`config.mk`:
```
export PLATFORM = sky130hd
export DESIGN_NAME = issue_buffer
export DESIGN_NICKNAME = d
export VERILOG_FILES = /design/src/rtl/issue_buffer.sv
export SDC_FILE = /design/constraint.sdc
export NUM_CORES = 1
export LEC_CHECK = 0
export ABC_AREA = 1
export CAP_MARGIN = 10
export CORE_MARGIN = 5
export CORE_UTILIZATION = 54
export DETAILED_ROUTE_END_ITERATION = 8
export PLACE_DENSITY = 0.79
export REMOVE_ABC_BUFFERS = 1
export SYNTH_ARGS = -nofsm -noshare
export SYNTH_HDL_FRONTEND = slang
export SYNTH_SLANG_ARGS = --single-unit
```
`constraint.sdc`:
```
create_clock -name clk_i -period 5.3 [get_ports clk_i]
set_input_delay 0.795 -clock clk_i [delete_from_list [all_inputs] [get_ports clk_i]]
set_output_delay 0.795 -clock clk_i [all_outputs]
set_load 0.02 [all_outputs]
```
`src/rtl/issue_buffer.sv`:
```
// In-order issue buffer between decode and scoreboard; holds issue after a control-flow
// instruction until it resolves. Optional combinational bypass: ISSUE_BUFFER_BYPASS_EN.
module issue_buffer #(
  parameter int DEPTH      = 4,
  parameter int DATA_WIDTH = 64
) (
  input  logic                     clk_i,
  input  logic                     rst_ni,
  input  logic                     flush_i,
  input  logic                     flush_unissued_i,
  input  logic [DATA_WIDTH-1:0]    data_i,
  input  logic                     valid_i,
  input  logic                     is_ctrl_flow_i,
  output logic                     ack_o,
  output logic [DATA_WIDTH-1:0]    data_o,
  output logic                     valid_o,
  input  logic                     ack_i,
  input  logic                     resolve_branch_i,
  output logic                     full_o,
  output logic                     empty_o,
  output logic [$clog2(DEPTH):0]   usage_o
);

  localparam int PW = $clog2(DEPTH);

  // Handshake: a transfer happens on a cycle where both sides' valid and ack/ready are high;
  // valid never depends on the same side's ack, and held data stays stable until taken.
  logic [DATA_WIDTH-1:0] mem_q [DEPTH];
  logic [DEPTH-1:0]      ctrl_q;
  logic [PW-1:0]         wr_ptr_q, rd_ptr_q;
  logic [PW:0]           count_q;
  logic                  lock_q;

  logic head_valid, push, pop, issue_ctrl, issued, flushing;

  assign full_o     = (count_q == (PW+1)'(DEPTH));
  assign empty_o    = (count_q == '0);
  assign usage_o    = count_q;
  assign flushing   = flush_i || flush_unissued_i;
  assign ack_o      = !full_o && !flushing;
  assign head_valid = !empty_o && !lock_q;
  assign pop        = head_valid && ack_i;
  assign issued     = valid_o && ack_i;

`ifdef ISSUE_BUFFER_BYPASS_EN
  logic bypass_active;
  assign bypass_active = empty_o && !lock_q && !flushing;
  assign valid_o       = bypass_active ? valid_i : head_valid;
  assign data_o        = bypass_active ? data_i : mem_q[rd_ptr_q];
  assign issue_ctrl    = bypass_active ? is_ctrl_flow_i : ctrl_q[rd_ptr_q];
  // A bypassed entry consumed in the same cycle never occupies a slot.
  assign push          = valid_i && ack_o && !(bypass_active && ack_i);
`else
  assign valid_o       = head_valid;
  assign data_o        = mem_q[rd_ptr_q];
  assign issue_ctrl    = ctrl_q[rd_ptr_q];
  assign push          = valid_i && ack_o;
`endif

  // Payload storage is deliberately left unreset.
  always_ff @(posedge clk_i) begin
    if (push) begin
      mem_q[wr_ptr_q]  <= data_i;
      ctrl_q[wr_ptr_q] <= is_ctrl_flow_i;
    end
  end

  always_ff @(posedge clk_i or negedge rst_ni) begin
    if (!rst_ni) begin
      wr_ptr_q <= '0;
      rd_ptr_q <= '0;
      count_q  <= '0;
    end else if (flushing) begin
      wr_ptr_q <= '0;
      rd_ptr_q <= '0;
      count_q  <= '0;
    end else begin
      if (push) wr_ptr_q <= wr_ptr_q + PW'(1);
      if (pop)  rd_ptr_q <= rd_ptr_q + PW'(1);
      if (push && !pop)      count_q <= count_q + (PW+1)'(1);
      else if (pop && !push) count_q <= count_q - (PW+1)'(1);
    end
  end

  // Issuing a new branch wins over a coincident resolve: only one branch may be outstanding.
  always_ff @(posedge clk_i or negedge rst_ni) begin
    if (!rst_ni)                   lock_q <= 1'b0;
    else if (flush_i)              lock_q <= 1'b0;
    else if (issued && issue_ctrl) lock_q <= 1'b1;
    else if (resolve_branch_i)     lock_q <= 1'b0;
  end

endmodule

```
==> reports/metrics.cfg <==
[route]
vias_per_cell = 5.61
initialDrtViolationCount = 437
routed_wire_length_per_instance_um = 19.1
vias = 6122
totalWireLength_um = 20900
drtAntennaViolNets = 0
drc = 0
drtPass1Iterations = 5

[cells_and_area]
area_growth_pct = 24.8
finalInstanceArea_um2 = 12700
fin_cells = 1092
nNetsFinal = 916
diodes = 0
multi_input_area_um2 = 1880
n_fill_cell = 1287
regArea_um2 = 8010
drive_gt1_frac = 0.0734

[timing]
relSlewSlack = 0.327
hold_viol_final = 0
drv_slew = 0
finalCritPeriodShare = 0.783
tns_ps = 0
fin_worst_skew_ps = 10.4
fmax_mhz = 241
worst_pin_slew_ps = 1010
min_period_ps = 4150
rsz0062_at_grt = false
setup_violations = 0

[grt]
grt_pass1_vias = 6373
grtUsageTotal = 0.193
grt_max_degree = 107
antenna_found_initial = 1
grt_pass1_wl_um = 33600
grt_overflow_total = 0

[setup_path]
cp-startpoint = rd_ptr_q[0]
cp_num_buf_inv = 3
path_cells = inv_4 > buf_4 > o21ai_0 > o22ai_1 > clkdlybuf4s50_1
rr_startpoint = usage_o[2]
cp.arrival_ps = 3360
cpLargestDelayFamily = buffers and inverters
critPathMaxFanout = 106
path_class = reg2out
required_ps = 4510
endpoint_kind = primary output
crit_path_start_kind = flop
critPathMaxStageDelay_ps = 820
crit_slowest_cell = inv_4

[yosys]
yosys.cell_types.count = 28
ys_warn_count = 0
avgSynthCellArea_um2 = 14.5
syn_inst = 701
ys_ff_latch = 268
ys_seq_area_frac = 0.789
synth_area_um2 = 10100

[placement]
dp.cells = 1044
place_area_um2 = 11800
portBuffers = 142
gp_congestion = 0.724
dpl.hpwl_um = 11800

[cts]
clockRootBuffer = clkbuf_16
hold_buffers = 0
cts_buffer_depth = 3
path_clk_slew_ps = 60
cts_buffers = 27
clk_latency_ps = 510
clock-sinks = 268
cts_resized = 0
cts_tree = yes
cts_setup_buffers = 0
h-tree-depth = 1

[worst_hold_path]
hold_path.class = in2async

[floorplan]
initial_core_util = 0.546
row_count = 50
dieHeight_um = 147
ios = 143
dieArea_um2 = 21600
coreArea_um2 = 18600
dieWidth_um = 147

[status]
status = finished clean

[power_and_ir_drop]
power_density_nw_per_um2 = 356
p_leak_uw = 0.00424
vdd_drop_max_uv = 299

[flow_run]
maxCapViolCount = 0

## layout make-up
cell class              count  share of cell area
clock buffers              29              0.0540
clock inverters            19              0.0166
inverters                  20             0.00613
multi-input cells         371               0.149
flip-flops and latches    268               0.633
well taps                 234              0.0231
repair buffers            151               0.119
## state kept, by name, indices dropped and copies added, names as in the netlist
name      count
ctrl_q        4
lock_q        1
mem_q       256
rd_ptr_q      2
usage_o       3
wr_ptr_q      2
## per-layer routing
layer	vias up	wire (um)	global-route usage	part of all wire
li1	2895	-	-	-
met1	3015	8300	0.246	0.40
met2	182	11100	0.348	0.53
met3	28	1260	0.0361	0.060
met4	2	282	0.0424	0.013
met5	-	13	0	0.00062
## synthesized netlist by cell type
| cell type | n | area share |
|---|---|---|
| a21oi_1 | 3 | 0.0015 |
| buf_2 | 15 | 0.0074 |
| buf_4 | 1 | 0.00074 |
| buf_6 | 3 | 0.0033 |
| clkbuf_1 | 20 | 0.0074 |
| clkbuf_2 | 3 | 0.0015 |
| dfrtp_1 | 8 | 0.020 |
| edfxtp_1 | 260 | 0.77 |
| fa_1 | 1 | 0.0020 |
| ha_1 | 4 | 0.0049 |
| inv_1 | 18 | 0.0067 |
| inv_2 | 2 | 0.00074 |
| nand2_1 | 13 | 0.0048 |
| nand2_2 | 2 | 0.0012 |
| nand2_4 | 1 | 0.0011 |
| nand3_1 | 4 | 0.0020 |
| nand3_2 | 2 | 0.0020 |
| nand3b_1 | 1 | 0.00074 |
| nand4_1 | 1 | 0.00062 |
| nor2_1 | 135 | 0.050 |
| nor2_4 | 1 | 0.0011 |
| nor2_8 | 1 | 0.0020 |
| o21ai_0 | 118 | 0.058 |
| o21ai_1 | 15 | 0.0074 |
| o21ai_2 | 2 | 0.0017 |
| o22ai_1 | 65 | 0.040 |
| or2_2 | 1 | 0.00062 |
| xnor2_1 | 1 | 0.00086 |
## cell families after synthesis
group,share of synthesized area
flip-flops,0.789
AND/OR/NAND/NOR,0.0661
buffers and inverters,0.0278
AO/OA/AOI/OAI,0.109
adder cells (fa/ha/maj),0.00691
XOR/XNOR,0.000864
## report_power, final
part / internal [uW] / leakage [uW] / switching, uW / total [uW]
Combinational: 117 / 0.00136 / 139 / 256
Clock: 1160 / 0.000433 / 730 / 1890
Sequential: 2350 / 0.00246 / 10.7 / 2360
Total: 3630 / 0.00424 / 879 / 4510
## path summary, 6_finish.rpt
kind	depth (start not counted)	endpoint	slack (ps)
worst max-delay path	5	data_o[42]	1150
min in group clk_i	2	usage_o[1]	610
max in group asynchronous	1	rd_ptr_q[0]	4390
worst min register to register	2	usage_o[1]	610
worst min-delay path	1	lock_q	580
worst max register to register	4	mem_q[0][40]	2910
## through the flow
step / power [uW] / hold WS [ps] / setup WS (ps) / util
3_5_place_dp: 2660 / 600 / 1690 / 0.633
3_3_place_gp: 2660 / 599 / 1770 / 0.633
6_report: 4510 / 583 / 1150 / 0.681
4_1_cts: 4550 / 564 / 1120 / 0.681
2_1_floorplan: 2510 / 499 / 607 / -
5_1_grt: 4670 / 600 / 919 / 0.681
## worst reg2reg max path, stage by stage, from the launching register on
cell and delay, ps:
dfrtp_1 430, nand2_1 170, nand3_2 260, nor2_4 380, buf_4 740
## placed cells by master (no fill, tap or decap), drive strengths merged
cell	count
o22ai	65
clkinvlp	1
a21oi	3
ha	4
clkdlybuf4s50	142
nor2	137
nand3b	1
edfxtp	260
bufinv	5
inv	20
o21ai	135
nand4	1
buf	9
xnor2	1
nand3	6
clkinv	13
fa	1
or2	1
nand2	16
dfrtp	8
clkbuf	29
(Power assumes the default switching activity.)
